<file path="config.mk">
export PLATFORM = sky130hd
export DESIGN_NAME = morra_match_ctrl
export DESIGN_NICKNAME = d
export VERILOG_FILES = /design/src/rtl/morra_match_ctrl.sv
export SDC_FILE = /design/constraint.sdc
export NUM_CORES = 1
export LEC_CHECK = 0
export BUFFER_PORTS_ARGS = -buffer_cell sky130_fd_sc_hd__buf_2
export CAP_MARGIN = 20
export CORE_MARGIN = 4
export CORE_UTILIZATION = 50
export DETAILED_ROUTE_END_ITERATION = 12
export PLACE_DENSITY = 0.89
export SLEW_MARGIN = 20
export SYNTH_ARGS = -nofsm -noshare
export SYNTH_HDL_FRONTEND = slang
export SYNTH_SLANG_ARGS = --single-unit
</file>
<file path="constraint.sdc">
create_clock -name clk -period 2.7 [get_ports clk]
set_input_delay 0.405 -clock clk [delete_from_list [all_inputs] [get_ports clk]]
set_output_delay 0.405 -clock clk [all_outputs]
set_load 0.02 [all_outputs]
</file>
<file path="src/rtl/morra_match_ctrl.sv">
// morra_match_ctrl: sequences a MorraCinese match, collecting one move per player and feeding the engine.
// Latency: last move accepted -> ISSUE next cycle -> CHECK -> RIS_VALID pulse one cycle after CHECK.
// Backpressure: Pn_READY only while slot n is empty in COLLECT and START is low; MORRA_TIMEOUT_EN adds a COLLECT watchdog.
module morra_match_ctrl #(
    parameter int CFG_CYCLES = 2,
    parameter int TIMEOUT    = 16
) (
    input  logic       clk,
    input  logic       INIZIA,
    input  logic       START,
    input  logic [3:0] CFG,
    input  logic [1:0] P1_MOSSA,
    input  logic       P1_VALID,
    output logic       P1_READY,
    input  logic [1:0] P2_MOSSA,
    input  logic       P2_VALID,
    output logic       P2_READY,
    output logic [1:0] G_PRIMO,
    output logic [1:0] G_SECONDO,
    output logic       G_INIZIA,
    input  logic [1:0] G_MANCHE,
    input  logic [1:0] G_PARTITA,
    output logic [1:0] RIS_MANCHE,
    output logic       RIS_VALID,
    output logic [1:0] RIS_PARTITA,
    output logic [4:0] ROUNDS,
    output logic       BUSY,
    output logic       DONE
);

    localparam int CW = (CFG_CYCLES > 1) ? $clog2(CFG_CYCLES) : 1;
    localparam logic [CW-1:0] CFG_LAST = CW'(CFG_CYCLES - 1);

    typedef enum logic [2:0] {
        S_IDLE,
        S_CONFIG,
        S_COLLECT,
        S_ISSUE,
        S_CHECK,
        S_DONE
    } state_t;

    state_t        state;
    state_t        state_nx;
    logic [CW-1:0] cfg_cnt;
    logic [3:0]    cfg_q;
    logic [1:0]    slot1;
    logic [1:0]    slot2;
    logic          full1;
    logic          full2;
    logic          fire1;
    logic          fire2;
    logic          start_acc;
    logic          timeout_hit;
    logic [1:0]    ris_manche_q;
    logic [1:0]    ris_partita_q;
    logic          ris_valid_q;
    logic [4:0]    rounds_q;

    // START restarts the match from anywhere except while the engine is being configured
    assign start_acc = START && (state != S_CONFIG);

`ifdef MORRA_TIMEOUT_EN
    localparam int TW = $clog2(TIMEOUT + 1);
    logic [TW-1:0] tcnt;

    assign timeout_hit = (state == S_COLLECT) && (tcnt == TW'(TIMEOUT - 1));

    // COLLECT cycle counter; held at zero outside COLLECT so every entry starts fresh
    always_ff @(posedge clk or posedge INIZIA) begin
        if (INIZIA) begin
            tcnt <= '0;
        end else if (state != S_COLLECT) begin
            tcnt <= '0;
        end else begin
            tcnt <= tcnt + TW'(1);
        end
    end
`else
    // no watchdog: TIMEOUT is non-negative, so this is constant false
    assign timeout_hit = (TIMEOUT < 0);
`endif

    // state register plus CONFIG hold counter
    always_ff @(posedge clk or posedge INIZIA) begin
        if (INIZIA) begin
            state   <= S_IDLE;
            cfg_cnt <= '0;
        end else begin
            state   <= state_nx;
            cfg_cnt <= (state == S_CONFIG) ? cfg_cnt + CW'(1) : '0;
        end
    end

    // next-state and engine/player-facing outputs
    always_comb begin
        state_nx  = state;
        G_INIZIA  = 1'b0;
        G_PRIMO   = 2'b00;
        G_SECONDO = 2'b00;
        P1_READY  = 1'b0;
        P2_READY  = 1'b0;
        BUSY      = 1'b0;
        DONE      = 1'b0;
        fire1     = 1'b0;
        fire2     = 1'b0;
        case (state)
            S_IDLE: begin
            end
            S_CONFIG: begin
                BUSY      = 1'b1;
                G_INIZIA  = 1'b1;
                G_PRIMO   = cfg_q[3:2];
                G_SECONDO = cfg_q[1:0];
                if (cfg_cnt == CFG_LAST) state_nx = S_COLLECT;
            end
            S_COLLECT: begin
                BUSY     = 1'b1;
                P1_READY = !full1 && !START;
                P2_READY = !full2 && !START;
                fire1    = P1_VALID && P1_READY;
                fire2    = P2_VALID && P2_READY;
                // empty slots already hold 00, so a watchdog expiry issues nomove for them
                if (((full1 || fire1) && (full2 || fire2)) || timeout_hit) state_nx = S_ISSUE;
            end
            S_ISSUE: begin
                BUSY      = 1'b1;
                G_PRIMO   = slot1;
                G_SECONDO = slot2;
                state_nx  = S_CHECK;
            end
            S_CHECK: begin
                BUSY     = 1'b1;
                state_nx = (G_PARTITA != 2'b00) ? S_DONE : S_COLLECT;
            end
            S_DONE: begin
                DONE = 1'b1;
            end
            default: state_nx = S_IDLE;
        endcase
        if (start_acc) state_nx = S_CONFIG;
    end

    // latched match configuration and the two move slots
    always_ff @(posedge clk or posedge INIZIA) begin
        if (INIZIA) begin
            cfg_q <= 4'b0000;
            slot1 <= 2'b00;
            slot2 <= 2'b00;
            full1 <= 1'b0;
            full2 <= 1'b0;
        end else if (start_acc) begin
            cfg_q <= CFG;
            slot1 <= 2'b00;
            slot2 <= 2'b00;
            full1 <= 1'b0;
            full2 <= 1'b0;
        end else if (state == S_CHECK) begin
            slot1 <= 2'b00;
            slot2 <= 2'b00;
            full1 <= 1'b0;
            full2 <= 1'b0;
        end else begin
            if (fire1) begin
                slot1 <= P1_MOSSA;
                full1 <= 1'b1;
            end
            if (fire2) begin
                slot2 <= P2_MOSSA;
                full2 <= 1'b1;
            end
        end
    end

    // engine result capture, round counting and the one-cycle result pulse
    always_ff @(posedge clk or posedge INIZIA) begin
        if (INIZIA) begin
            ris_manche_q  <= 2'b00;
            ris_partita_q <= 2'b00;
            ris_valid_q   <= 1'b0;
            rounds_q      <= 5'd0;
        end else if (start_acc) begin
            ris_partita_q <= 2'b00;
            ris_valid_q   <= 1'b0;
            rounds_q      <= 5'd0;
        end else begin
            ris_valid_q <= (state == S_CHECK);
            if (state == S_CHECK) begin
                ris_manche_q <= G_MANCHE;
                if (G_MANCHE != 2'b00 && rounds_q != 5'd31) rounds_q <= rounds_q + 5'd1;
                if (G_PARTITA != 2'b00) ris_partita_q <= G_PARTITA;
            end
        end
    end

    assign RIS_MANCHE  = ris_manche_q;
    assign RIS_PARTITA = ris_partita_q;
    assign RIS_VALID   = ris_valid_q;
    assign ROUNDS      = rounds_q;

endmodule

</file>
Yosys cells after proc, flatten, opt, wreduce, memory -nomap -nowiden
Index checks and enable logic that the tools add are counted.
{ "totals": {"regBits": 24, "inputBits": 17, "n_memories": 0, "latch_bits": 0, "word_cells": 84, "rom_bits": 0, "ramBits": 0} }
{ "op_classes": {"n_shift": 0, "multipliers": 0, "eq_ne": 10, "n_reduce_logical": 26, "add_sub_neg": 2, "n_div": 0, "bitwise": 1, "n_lt_le_gt_ge": 0, "n_mux": 34} }
{ "ops": {"columns": ["cell", "n"], "rows": [
  ["2-bit two-way mux", 9],
  ["1-bit two-way mux", 15],
  ["5-bit two-way mux", 3],
  ["3-bit one-hot mux with 5 select lines", 1],
  ["3-bit two-way mux", 4],
  ["2-bit nonzero test", 5],
  ["2-bit one-hot mux with 2 select lines", 2],
  ["1-bit logical AND", 7],
  ["3-bit by 2-bit equality test with 1-bit output, second input constant", 2],
  ["3-bit equality test, second input constant", 2],
  ["3-bit inequality test, second input constant", 2],
  ["2-bit AND reduction", 3],
  ["3-bit nonzero test", 2],
  ["5-bit by 1-bit adder with 5-bit output, second input constant", 1],
  ["5-bit inequality test, second input constant", 1],
  ["4-bit OR reduction", 1],
  ["3-bit by 1-bit equality test with 1-bit output, second input constant", 1],
  ["1-bit logical NOT", 3],
  ["3-bit logical NOT", 1],
  ["3-bit by 1-bit inequality test with 1-bit output, second input constant", 1],
  ["3-bit AND reduction", 1],
  ["1-bit logical OR", 2],
  ["2-bit by 1-bit inequality test with 1-bit output, second input constant", 1],
  ["2-bit OR reduction", 1],
  ["2 further kinds", 2]
]} }

Longest topological paths before layout
Gate-level depths: netlist of the first run.
{ "logic_depth": {"word_depth": 8, "mapped_depth": 7} }

Worst setup path after synthesis of the first run
Ideal clock, no wire load.
{ "synth_timing": {"kind": "reg-to-reg", "startpoint": "register rounds_q[0], in the netlist ROUNDS[0]", "endpoint": "register rounds_q[3], in the netlist ROUNDS[3]", "synth_period_minus_slack_ps": 2342, "path_slack_ps": 358, "stages_incl_launch_ff": 8, "required_ps": 2622, "n_path_buf": 1, "arrival_ps": 2265, "path_cell_list": "dfrtp_1 -> ha_1 -> and3_1 -> ha_1 -> or4b_1 -> clkbuf_2 -> or4_1 -> a21oi_1"} }
{ "synth_between": {"elab_chain_cells": 4, "word_cells_on_any_way": 8, "classes_between": "1 x add/sub; 1 x eq/ne; 3 x mux; 3 x reduce/logical"} }
{ "synth_lines": {"columns": ["element", "line", "rtl"], "rows": [
  ["start, declared", "58", "logic [4:0] rounds_q;"],
  ["start signal, assigned", "190", "if (G_MANCHE != 2'b00 && rounds_q != 5'd31) rounds_q <= rounds_q + 5'd1;"],
  ["5-bit by 1-bit adder with 5-bit output or 5-bit inequality test (tied branches)", "190", null],
  ["5-bit two-way mux or 1-bit logical AND (tied branches)", "190", null],
  ["5-bit two-way mux or 2-bit nonzero test (tied branches)", null, null],
  ["5-bit two-way mux or 2-bit AND reduction (tied branches)", null, null]
]} }
Parallel ways exist; a longest one is shown, timed or not. The select of a mux whose other input is x is not followed.
A chain may end at the register's enable or synchronous reset.

Final worst setup path of the first run
{ "layout_timing": {"startpoint": "register state[1]", "endpoint": "output port P2_READY"} }
{ "layout_between": {"elab_chain_cells": 2} }
{ "layout_lines": {"columns": ["element", "line", "rtl"], "rows": [
  ["start, declared", "43", "state_t state;"],
  ["start signal, assigned", "90", "state <= state_nx;"],
  ["3-bit by 2-bit equality test with 1-bit output", "107", "case (state)"],
  ["1-bit two-way mux", "107", null],
  ["end, declared", "17", "output logic P2_READY,"]
]} }
No other way between the ends.

==> results of run 1 <==
[flip-flops by register name, summed over array words and instances, names as in the netlist, 2 cells and up]
register and cells:
RIS_PARTITA 2, state 3, ROUNDS 5, slot2 2, cfg_q 4, RIS_MANCHE 2
slot1 2
[through the flow]
| step | std cells | setup slack (ns) | utilization | instance area [um^2] | power [mW] |
|---|---|---|---|---|---|
| floorplan | 121 | 0.358 | - | 1220 | 0.996 |
| global placement | 181 | 0.433 | 0.627 | 1430 | 1.16 |
| detailed placement | 181 | 0.352 | 0.627 | 1430 | 1.19 |
| CTS | 185 | 0.233 | 0.643 | 1460 | 1.38 |
| global route | 185 | 0.121 | 0.643 | 1460 | 1.47 |
| finish | 185 | 0.256 | 0.643 | 1460 | 1.36 |
[report_power, final]
group,internal [mW],switching (mW)
clock network,0.0824,0.103
registers,0.452,0.117
logic,0.259,0.344
[cell type report]
cell class,count,area (um^2)
Multi-Input combinational cell,87,583
Inverter,5,18.8
Sequential cell,24,601
Clock buffer,4,36.3
Tap cell,28,35.0
Fill cell,183,812
Timing Repair Buffer,37,190
[placed cells by master, fill, tap and decap left out, types with 2 or more instances in the layout]
| cell | Yosys | layout |
|---|---|---|
| buf_2 | 0 | 35 |
| dfrtp_1 | 24 | 24 |
| nor2_1 | 15 | 15 |
| a21oi_1 | 11 | 11 |
| o21ai_0 | 8 | 8 |
| nand2b_1 | 6 | 6 |
| mux2_2 | 6 | 6 |
| inv_1 | 5 | 5 |
| nand3_1 | 5 | 5 |
| mux2i_1 | 4 | 4 |
| o2bb2ai_1 | 3 | 3 |
| nor4b_1 | 3 | 3 |
| clkbuf_4 | 0 | 3 |
| nor2b_1 | 2 | 2 |
| or2_2 | 2 | 2 |
| o31ai_1 | 2 | 2 |
| or4_1 | 2 | 2 |
| a32oi_1 | 2 | 2 |
| a22o_1 | 2 | 2 |
| ha_1 | 2 | 2 |
| buf_4 | 0 | 2 |
[metal layers]
layer / vias up / part of all wire / GRT usage
met5: - / 0 / 0
met1: 492 / 0.44 / 0.197
met3: 5 / 0.059 / 0.0475
li1: 511 / - / -
met4: 0 / 0.0082 / 0.0430
met2: 28 / 0.49 / 0.285
[worst reg2reg max path, cell delays in order (launching register included)]
cell and delay, ns:
dfrtp_1 0.44, ha_1 0.22, and3_1 0.19, ha_1 0.20, or4b_1 0.60, or4_1 0.54, a21oi_1 0.16
[Yosys cell counts, types with 2 or more instances]
library cell   n
inv_1          5
nor2b_1        2
mux2i_1        4
clkbuf_1       4
nand3_1        5
nor4b_1        3
dfrtp_1       24
or2_2          2
or4_1          2
a22o_1         2
o31ai_1        2
o2bb2ai_1      3
nor2_1        15
ha_1           2
o21ai_0        8
mux2_2         6
a32oi_1        2
a21oi_1       11
nand2b_1       6
[cell families after synthesis]
| group | Yosys count |
|---|---|
| AOI/OAI and AO/OA | 31 |
| xor gates and xnor gates | 1 |
| adders and majority gates | 2 |
| buffers and inverters | 10 |
| DFF | 24 |
| muxes | 10 |
| and+or+nand+nor | 43 |
[final timing paths]
check | startpoint | to | slack, ns | cells past startpoint
max | state[1]$_DFFE_PP0P_ | P2_READY | 0.26 | 3
min reg2reg | cfg_cnt$_DFF_PP0_ | cfg_cnt$_DFF_PP0_ | 0.46 | 1
min | INIZIA | ROUNDS[1]$_DFFE_PP0P_ | 0.25 | 2
min in group clk | P2_MOSSA[1] | slot2[1]$_DFFE_PP0P_ | 0.30 | 2
max in group asynchronous | INIZIA | cfg_cnt$_DFF_PP0_ | 1.92 | 2
max reg2reg | ROUNDS[0]$_DFFE_PP0P_ | ROUNDS[3]$_DFFE_PP0P_ | 0.30 | 6
==> run_summary.xml, run 1 <==
<?xml version="1.0" encoding="UTF-8"?>
<metrics>
  <group name="place">
    <metric name="place.port_buffers" unit="">35</metric>
    <metric name="gp_routability_congestion" unit="">0.750</metric>
    <metric name="place.detailed.hpwl" unit="mm">1.95</metric>
  </group>
  <group name="grt">
    <metric name="grt_util_all_layers" unit="">0.164</metric>
    <metric name="number_of_antenna_violations_at_the_first_check_in_global_routing" unit="">0</metric>
    <metric name="grt_overflow_total" unit="">0</metric>
    <metric name="pin_count_of_the_biggest_net_entering_global_routing" unit="">25</metric>
    <metric name="grt_pass1_vias" unit="">1033</metric>
    <metric name="grt_first_pass_wirelength" unit="mm">4.37</metric>
  </group>
  <group name="yosys">
    <metric name="simple_logic_cell_fraction_of_the_synthesized_area" unit="">0.201</metric>
    <metric name="synth_compound_gate_area_share" unit="">0.161</metric>
    <metric name="synth.area.top_cells" unit="">dfrtp_1, mux2_2, nor2_1</metric>
    <metric name="avgSynthCellArea" unit="um^2">10.1</metric>
    <metric name="dominant_combinational_cell_family_by_area_after_synthesis" unit="">simple AND/OR/NAND/NOR gates</metric>
    <metric name="synth_edf_count" unit="">0</metric>
    <metric name="synthArstFlopShare" unit="">1.00</metric>
    <metric name="synthesis.yosys.warnings" unit="">0</metric>
    <metric name="netlist_instances" unit="">121</metric>
    <metric name="synthDominantAreaCellType" unit="">dfrtp_1</metric>
    <metric name="synthesis.area" unit="um^2">1220</metric>
    <metric name="prevailing_post_synth_register_cell" unit="">dfrtp_1</metric>
    <metric name="netlist-cell-type-count" unit="">32</metric>
    <metric name="synth-seq-area-share" unit="">0.491</metric>
    <metric name="syn_nets" unit="">140</metric>
    <metric name="synth_fa_ha_area_frac" unit="">0.0205</metric>
    <metric name="yosys-mux-area-fraction" unit="">0.0880</metric>
    <metric name="yosys.area_share.xor_xnor" unit="">0.00716</metric>
    <metric name="postSynthRegisterBits" unit="">24</metric>
    <metric name="synth_top_cell_area_share" unit="">0.491</metric>
  </group>
  <group name="detailed_routing">
    <metric name="post_drt_wl_per_cell" unit="um">13.8</metric>
    <metric name="detailroute.via_count" unit="">1036</metric>
    <metric name="drtAntennaViolNets" unit="">0</metric>
    <metric name="avgViaCountPerCell" unit="">5.60</metric>
    <metric name="drt_wl_total" unit="mm">2.56</metric>
    <metric name="dr.pass1.iters" unit="">4</metric>
    <metric name="post-route-drc-count" unit="">0</metric>
    <metric name="initialDrtViolationCount" unit="">20</metric>
  </group>
  <group name="floorplan">
    <metric name="floorplan.die.width" unit="um">57.4</metric>
    <metric name="die_h" unit="um">57.4</metric>
    <metric name="die_area" unit="um^2">3300</metric>
    <metric name="initial_core_util" unit="">0.537</metric>
    <metric name="design.portCount" unit="">36</metric>
    <metric name="core_area" unit="um^2">2280</metric>
    <metric name="row_count" unit="">17</metric>
  </group>
  <group name="setup_path">
    <metric name="max_stage_delay" unit="ns">0.72</metric>
    <metric name="critical_path.cell_chain" unit="">or4b_2 &gt; nor2_1 &gt; buf_2</metric>
    <metric name="critical_path.n_buffers_inverters" unit="">1</metric>
    <metric name="setup.worst_path.start_class" unit="">register</metric>
    <metric name="end_kind" unit="">output pin</metric>
    <metric name="critical_path_fanouts_max" unit="">17</metric>
    <metric name="worst_ep_arrival_time" unit="ns">2.04</metric>
    <metric name="worstSetupPathType" unit="">register to output pin</metric>
    <metric name="critPathSlowestCell" unit="">or4b_2</metric>
    <metric name="worst_path_dominant_cell_family" unit="">simple AND/OR/NAND/NOR gates</metric>
    <metric name="crit_required" unit="ns">2.30</metric>
  </group>
  <group name="clock_tree">
    <metric name="tritoncts_clock_tree" unit="">done</metric>
    <metric name="cts.htree.levels" unit="">1</metric>
    <metric name="hold_buffers" unit="">0</metric>
    <metric name="ctsRootBufferMaster" unit="">clkbuf_4</metric>
    <metric name="cts.clk_slew.worst_paths" unit="ns">0.13</metric>
    <metric name="cts_made_buffers" unit="">3</metric>
    <metric name="clk-insertion-delay-late" unit="ns">0.31</metric>
    <metric name="cts_setup_buffers" unit="">0</metric>
    <metric name="cts_resized" unit="">0</metric>
    <metric name="clk_path_buf_depth" unit="">2</metric>
    <metric name="clkSinkCount" unit="">24</metric>
  </group>
  <group name="timing">
    <metric name="hold_slack_final" unit="ns">0.250</metric>
    <metric name="clock_skew" unit="ns">0.00546</metric>
    <metric name="grt_setup_unrepaired" unit="">no</metric>
    <metric name="max_clock_freq" unit="MHz">409</metric>
    <metric name="final_min_period_over_clock_period" unit="">0.905</metric>
    <metric name="report.final.setup_viol" unit="">0</metric>
    <metric name="report.final.hold_viol_count" unit="">0</metric>
    <metric name="final-max-slew-violation-count" unit="">0</metric>
    <metric name="worst_slew_pin_slew" unit="ns">0.868</metric>
    <metric name="setup_total_negative_slack" unit="ns">0</metric>
    <metric name="slew_headroom" unit="">0.421</metric>
    <metric name="layout_min_cycle_time" unit="ns">2.44</metric>
  </group>
  <group name="final_layout">
    <metric name="n_antenna_cell" unit="">0</metric>
    <metric name="post_route_cells_drive_above_1_share" unit="">0.325</metric>
    <metric name="syn2layout_area_growth" unit="%">19.8</metric>
    <metric name="final_nets" unit="">177</metric>
  </group>
  <group name="outcome">
    <metric name="status" unit="">finished clean</metric>
  </group>
  <group name="power_and_ir_drop">
    <metric name="power_density" unit="nW/um^2">927</metric>
    <metric name="power_leakage" unit="nW">0.715</metric>
    <metric name="peakVddDrop" unit="mV">0.626</metric>
  </group>
  <group name="job">
    <metric name="drv.max_cap_violation_count" unit="">0</metric>
  </group>
  <group name="worst_hold_path">
    <metric name="hold_path.class" unit="">input pin to asynchronous set/reset pin</metric>
  </group>
</metrics>
Note: power is estimated with default switching activity, not from simulation.
==> inputs of run 2 (changes only) <==
- RECOVER_POWER: unset -> 50
==> run_summary.xml, run 2 (synthesis gave the netlist of run 1 again) <==
<?xml version="1.0" encoding="UTF-8"?>
<metrics>
  <group name="detailed_routing">
    <metric name="avgViaCountPerCell" unit="">5.61</metric>
    <metric name="dr.pass1.iters" unit="">4</metric>
    <metric name="detailroute.via_count" unit="">1037</metric>
    <metric name="post_drt_wl_per_cell" unit="um">13.9</metric>
    <metric name="initialDrtViolationCount" unit="">17</metric>
    <metric name="drt_wl_total" unit="mm">2.57</metric>
    <metric name="drtAntennaViolNets" unit="">0</metric>
    <metric name="post-route-drc-count" unit="">0</metric>
  </group>
  <group name="final_layout">
    <metric name="largest_register_ffs" unit="">5</metric>
    <metric name="finalInstanceArea" unit="um^2">1450</metric>
    <metric name="layout.filler_cells" unit="">189</metric>
    <metric name="mostFrequentLayoutCell" unit="">buf_2</metric>
    <metric name="syn2layout_area_growth" unit="%">18.7</metric>
    <metric name="n_antenna_cell" unit="">0</metric>
    <metric name="final_cell_mix" unit="">buf_2, dfrtp_1, nor2_1</metric>
    <metric name="final_nets" unit="">177</metric>
    <metric name="post_route_cells_drive_above_1_share" unit="">0.274</metric>
  </group>
  <group name="clock_tree">
    <metric name="tritoncts_clock_tree" unit="">done</metric>
    <metric name="cts.htree.levels" unit="">1</metric>
    <metric name="ctsRootBufferMaster" unit="">clkbuf_4</metric>
    <metric name="cts.clk_slew.worst_paths" unit="ns">0.13</metric>
    <metric name="cts_resized" unit="">0</metric>
    <metric name="hold_buffers" unit="">0</metric>
    <metric name="clkSinkCount" unit="">24</metric>
    <metric name="clk-insertion-delay-late" unit="ns">0.31</metric>
    <metric name="clk_path_buf_depth" unit="">2</metric>
    <metric name="cts_made_buffers" unit="">3</metric>
    <metric name="cts_setup_buffers" unit="">0</metric>
  </group>
  <group name="power_and_ir_drop">
    <metric name="combinational_fraction_of_design_power" unit="">0.441</metric>
    <metric name="peakVddDrop" unit="mV">0.626</metric>
    <metric name="power.share.switching" unit="">0.418</metric>
    <metric name="power_leakage" unit="nW">0.682</metric>
    <metric name="power_density" unit="nW/um^2">932</metric>
    <metric name="share_clk_of_total_power" unit="">0.137</metric>
    <metric name="total_switching_power" unit="uW">565</metric>
    <metric name="seq_power_share" unit="">0.421</metric>
    <metric name="intPower" unit="uW">787</metric>
  </group>
  <group name="setup_path">
    <metric name="end_kind" unit="">output pin</metric>
    <metric name="critPathSlowestCell" unit="">or4b_2</metric>
    <metric name="worst_ep_arrival_time" unit="ns">2.04</metric>
    <metric name="critical_path_fanouts_max" unit="">17</metric>
    <metric name="critical_path.n_buffers_inverters" unit="">1</metric>
    <metric name="setup.worst_path.start_class" unit="">register</metric>
    <metric name="worst_path_dominant_cell_family" unit="">simple AND/OR/NAND/NOR gates</metric>
    <metric name="max_stage_delay" unit="ns">0.72</metric>
    <metric name="worst_r2r_startpoint" unit="">ROUNDS[0]$_DFFE_PP0P_</metric>
    <metric name="critical_path.cell_chain" unit="">or4b_2 &gt; nor2_1 &gt; buf_2</metric>
    <metric name="crit_path_start" unit="">state[1]$_DFFE_PP0P_</metric>
    <metric name="worstSetupPathType" unit="">register to output pin</metric>
    <metric name="crit_required" unit="ns">2.30</metric>
  </group>
  <group name="floorplan">
    <metric name="die_area" unit="um^2">3300</metric>
    <metric name="floorplan.die.width" unit="um">57.4</metric>
    <metric name="initial_core_util" unit="">0.537</metric>
    <metric name="die_h" unit="um">57.4</metric>
    <metric name="design.portCount" unit="">36</metric>
    <metric name="row_count" unit="">17</metric>
    <metric name="core_area" unit="um^2">2280</metric>
  </group>
  <group name="timing">
    <metric name="setup_ws" unit="ns">0.256</metric>
    <metric name="setup_total_negative_slack" unit="ns">0</metric>
    <metric name="final_min_period_over_clock_period" unit="">0.905</metric>
    <metric name="max_clock_freq" unit="MHz">409</metric>
    <metric name="final-max-slew-violation-count" unit="">0</metric>
    <metric name="clock_skew" unit="ns">0.00550</metric>
    <metric name="layout_min_cycle_time" unit="ns">2.44</metric>
    <metric name="slew_headroom" unit="">0.421</metric>
    <metric name="report.final.hold_viol_count" unit="">0</metric>
    <metric name="worst_slew_pin_slew" unit="ns">0.868</metric>
    <metric name="grt_setup_unrepaired" unit="">no</metric>
    <metric name="report.final.setup_viol" unit="">0</metric>
  </group>
  <group name="place">
    <metric name="place_area" unit="um^2">1430</metric>
    <metric name="place.detailed.hpwl" unit="mm">1.95</metric>
    <metric name="dpl_worst_slack" unit="ns">0.352</metric>
    <metric name="place.port_buffers" unit="">35</metric>
    <metric name="gp_routability_congestion" unit="">0.750</metric>
  </group>
  <group name="grt">
    <metric name="pin_count_of_the_biggest_net_entering_global_routing" unit="">25</metric>
    <metric name="busiest_layer" unit="">met2</metric>
    <metric name="grt_util_met2" unit="">0.285</metric>
    <metric name="grt_pass1_vias" unit="">1033</metric>
    <metric name="grt_util_all_layers" unit="">0.164</metric>
    <metric name="grt_overflow_total" unit="">0</metric>
    <metric name="number_of_antenna_violations_at_the_first_check_in_global_routing" unit="">0</metric>
    <metric name="met3_global_route_usage" unit="">0.0475</metric>
    <metric name="grt_first_pass_wirelength" unit="mm">4.37</metric>
    <metric name="global_route.usage.met1" unit="">0.197</metric>
  </group>
  <group name="worst_hold_path">
    <metric name="hold_path.class" unit="">input pin to asynchronous set/reset pin</metric>
  </group>
  <group name="outcome">
    <metric name="status" unit="">finished clean</metric>
  </group>
  <group name="job">
    <metric name="drv.max_cap_violation_count" unit="">0</metric>
  </group>
</metrics>
## run 2: cell count changes in the layout (fill, tap and decap cells not counted)
cell      delta
buf_4        -1
buf_2        -7
clkbuf_1     +8
## run 2: area by class of cell
| class | count | area, um^2 | share of cell area |
|---|---|---|---|
| repair buffers | 37 | 178 | 0.122 |
| multi-input cells | 87 | 583 | 0.402 |
| inverters | 5 | 18.8 | 0.0129 |
| flip-flops and latches | 24 | 601 | 0.414 |
| clock buffers | 4 | 36.3 | 0.0250 |
| well taps | 28 | 35.0 | 0.0241 |
## run 2: power groups by stage
stage / registers, mW / logic [mW] / clock network [mW]
3_5_place_dp: 0.579 / 0.609 / 0
2_1_floorplan: 0.540 / 0.456 / 0
3_3_place_gp: 0.570 / 0.591 / 0
4_1_cts: 0.570 / 0.611 / 0.194
5_1_grt: 0.594 / 0.666 / 0.207
6_report: 0.570 / 0.597 / 0.186
## run 2: per-stage QoR
| step | instances | power, mW | util | hold WS [ns] |
|---|---|---|---|---|
| floorplan | 121 | 0.996 | - | 0.420 |
| global placement | 181 | 1.16 | 0.627 | 0.440 |
| detailed placement | 181 | 1.19 | 0.627 | 0.451 |
| CTS | 185 | 1.38 | 0.643 | 0.281 |
| global route | 185 | 1.47 | 0.638 | 0.300 |
| finish | 185 | 1.35 | 0.638 | 0.250 |
## run 2: routing by layer
| metal | wire length, um | vias up |
|---|---|---|
| met1 | 1140 | 492 |
| met2 | 1250 | 28 |
| li1 | - | 512 |
| met3 | 157 | 5 |
| met4 | 21 | 0 |
| met5 | 0 | - |
## run 2: final timing paths
check,end,slack [ns],cells past startpoint
min in group clk,slot2[1]$_DFFE_PP0P_,0.30,2
hold / removal,ROUNDS[1]$_DFFE_PP0P_,0.25,2
setup reg to reg,ROUNDS[3]$_DFFE_PP0P_,0.30,6
max in group asynchronous,cfg_cnt$_DFF_PP0_,1.92,2
hold reg to reg,cfg_cnt$_DFF_PP0_,0.46,1
setup / recovery,P2_READY,0.26,3
==> inputs of run 3 (changes only) <==
- MAX_ROUTING_LAYER: unset -> met4
==> run_summary.xml, run 3 (synthesis gave the netlist of run 1 again) <==
<?xml version="1.0" encoding="UTF-8"?>
<metrics>
  <group name="detailed_routing">
    <metric name="post-route-drc-count" unit="">0</metric>
    <metric name="initialDrtViolationCount" unit="">17</metric>
    <metric name="drtAntennaViolNets" unit="">0</metric>
    <metric name="drt_wl_total" unit="mm">2.57</metric>
    <metric name="dr.pass1.iters" unit="">4</metric>
    <metric name="avgViaCountPerCell" unit="">5.60</metric>
    <metric name="post_drt_wl_per_cell" unit="um">13.9</metric>
    <metric name="detailroute.via_count" unit="">1036</metric>
  </group>
  <group name="clock_tree">
    <metric name="clkSinkCount" unit="">24</metric>
    <metric name="cts.clk_slew.worst_paths" unit="ns">0.13</metric>
    <metric name="tritoncts_clock_tree" unit="">done</metric>
    <metric name="cts_resized" unit="">0</metric>
    <metric name="clk_path_buf_depth" unit="">2</metric>
    <metric name="clk-insertion-delay-late" unit="ns">0.31</metric>
    <metric name="cts_setup_buffers" unit="">0</metric>
    <metric name="cts.htree.levels" unit="">1</metric>
    <metric name="ctsRootBufferMaster" unit="">clkbuf_4</metric>
    <metric name="cts_made_buffers" unit="">3</metric>
    <metric name="hold_buffers" unit="">0</metric>
  </group>
  <group name="final_layout">
    <metric name="post_route_cells_drive_above_1_share" unit="">0.274</metric>
    <metric name="largest_register_ffs" unit="">5</metric>
    <metric name="syn2layout_area_growth" unit="%">18.7</metric>
    <metric name="seq_area" unit="um^2">601</metric>
    <metric name="final_nets" unit="">177</metric>
    <metric name="multiInputGateArea" unit="um^2">583</metric>
    <metric name="finish.utilization" unit="">0.638</metric>
    <metric name="final_cell_mix" unit="">buf_2, dfrtp_1, nor2_1</metric>
    <metric name="n_antenna_cell" unit="">0</metric>
    <metric name="mostFrequentLayoutCell" unit="">buf_2</metric>
    <metric name="layout.filler_cells" unit="">189</metric>
    <metric name="finalInstanceArea" unit="um^2">1450</metric>
  </group>
  <group name="setup_path">
    <metric name="critical_path.n_buffers_inverters" unit="">1</metric>
    <metric name="critical_path.cell_chain" unit="">or4b_2 &gt; nor2_1 &gt; buf_2</metric>
    <metric name="crit_required" unit="ns">2.30</metric>
    <metric name="end_kind" unit="">output pin</metric>
    <metric name="worst_ep_arrival_time" unit="ns">2.04</metric>
    <metric name="setup.worst_path.start_class" unit="">register</metric>
    <metric name="critPathSlowestCell" unit="">or4b_2</metric>
    <metric name="worst_path_dominant_cell_family" unit="">simple AND/OR/NAND/NOR gates</metric>
    <metric name="worstSetupPathType" unit="">register to output pin</metric>
    <metric name="critical_path_fanouts_max" unit="">17</metric>
    <metric name="max_stage_delay" unit="ns">0.72</metric>
  </group>
  <group name="timing">
    <metric name="clock_skew" unit="ns">0.00566</metric>
    <metric name="final-max-slew-violation-count" unit="">0</metric>
    <metric name="layout_min_cycle_time" unit="ns">2.44</metric>
    <metric name="setup_total_negative_slack" unit="ns">0</metric>
    <metric name="final_min_period_over_clock_period" unit="">0.905</metric>
    <metric name="report.final.hold_viol_count" unit="">0</metric>
    <metric name="slew_headroom" unit="">0.421</metric>
    <metric name="grt_setup_unrepaired" unit="">no</metric>
    <metric name="report.final.setup_viol" unit="">0</metric>
    <metric name="max_clock_freq" unit="MHz">409</metric>
    <metric name="setup_ws" unit="ns">0.256</metric>
    <metric name="worst_slew_pin_slew" unit="ns">0.868</metric>
  </group>
  <group name="grt">
    <metric name="busiest_layer" unit="">met2</metric>
    <metric name="grt_overflow_total" unit="">0</metric>
    <metric name="grt_util_met2" unit="">0.285</metric>
    <metric name="grt_first_pass_wirelength" unit="mm">4.37</metric>
    <metric name="global_route.usage.met1" unit="">0.200</metric>
    <metric name="grt_util_all_layers" unit="">0.169</metric>
    <metric name="number_of_antenna_violations_at_the_first_check_in_global_routing" unit="">0</metric>
    <metric name="met3_global_route_usage" unit="">0.0430</metric>
    <metric name="grt_pass1_vias" unit="">1033</metric>
    <metric name="pin_count_of_the_biggest_net_entering_global_routing" unit="">25</metric>
  </group>
  <group name="floorplan">
    <metric name="core_area" unit="um^2">2280</metric>
    <metric name="row_count" unit="">17</metric>
    <metric name="die_h" unit="um">57.4</metric>
    <metric name="floorplan.die.width" unit="um">57.4</metric>
    <metric name="design.portCount" unit="">36</metric>
    <metric name="initial_core_util" unit="">0.537</metric>
    <metric name="die_area" unit="um^2">3300</metric>
  </group>
  <group name="place">
    <metric name="place.port_buffers" unit="">35</metric>
    <metric name="place.detailed.hpwl" unit="mm">1.95</metric>
    <metric name="dpl_worst_slack" unit="ns">0.352</metric>
    <metric name="gp_routability_congestion" unit="">0.759</metric>
    <metric name="place_area" unit="um^2">1430</metric>
  </group>
  <group name="worst_hold_path">
    <metric name="hold_path.class" unit="">input pin to asynchronous set/reset pin</metric>
  </group>
  <group name="power_and_ir_drop">
    <metric name="fin_total_pwr" unit="mW">1.35</metric>
    <metric name="power_leakage" unit="nW">0.682</metric>
    <metric name="peakVddDrop" unit="mV">0.626</metric>
    <metric name="power_density" unit="nW/um^2">932</metric>
  </group>
  <group name="job">
    <metric name="drv.max_cap_violation_count" unit="">0</metric>
  </group>
  <group name="outcome">
    <metric name="status" unit="">finished clean</metric>
  </group>
</metrics>
[run 3: cell counts in the layout (fill, tap and decap cells not counted)]
No cell type changed its count.
[run 3: final timing paths]
check / cells past startpoint / end / start / slack (ns)
max in group asynchronous: 2 / cfg_cnt$_DFF_PP0_ / INIZIA / 1.92
worst min register to register: 1 / cfg_cnt$_DFF_PP0_ / cfg_cnt$_DFF_PP0_ / 0.46
worst min-delay path: 2 / ROUNDS[1]$_DFFE_PP0P_ / INIZIA / 0.25
worst max register to register: 6 / ROUNDS[3]$_DFFE_PP0P_ / ROUNDS[0]$_DFFE_PP0P_ / 0.30
worst max-delay path: 3 / P2_READY / state[1]$_DFFE_PP0P_ / 0.26
min in group clk: 2 / slot2[1]$_DFFE_PP0P_ / P2_MOSSA[1] / 0.30
[run 3: cell type report]
type | count | share of cell area
Inverter | 5 | 0.0129
Tap cell | 28 | 0.0241
Timing Repair Buffer | 37 | 0.122
Sequential cell | 24 | 0.414
Clock buffer | 4 | 0.0250
Multi-Input combinational cell | 87 | 0.402
[run 3: per-layer routing]
layer,part of all wire,up-vias,wire length [um]
met5,0,-,0
met4,0.0082,0,21
met3,0.058,5,148
met2,0.49,28,1250
met1,0.45,491,1150
li1,-,512,-
[run 3: worst register-to-register path: stages, from the launching register on]
cell	delay, ns
dfrtp_1	0.44
ha_1	0.22
and3_1	0.19
ha_1	0.20
or4b_1	0.60
or4_1	0.54
a21oi_1	0.16
[run 3: power breakdown]
part	internal, mW	leakage, nW	switching, mW
logic	0.253	0.343	0.344
clock network	0.0824	0.0210	0.103
registers	0.452	0.318	0.118
[run 3: through the flow]
| step | cells | hold slack, ns |
|---|---|---|
| after detailed placement | 181 | 0.451 |
| final | 185 | 0.250 |
| after floorplan | 121 | 0.420 |
| after CTS | 185 | 0.281 |
| after global routing | 185 | 0.300 |
| after global placement | 181 | 0.440 |
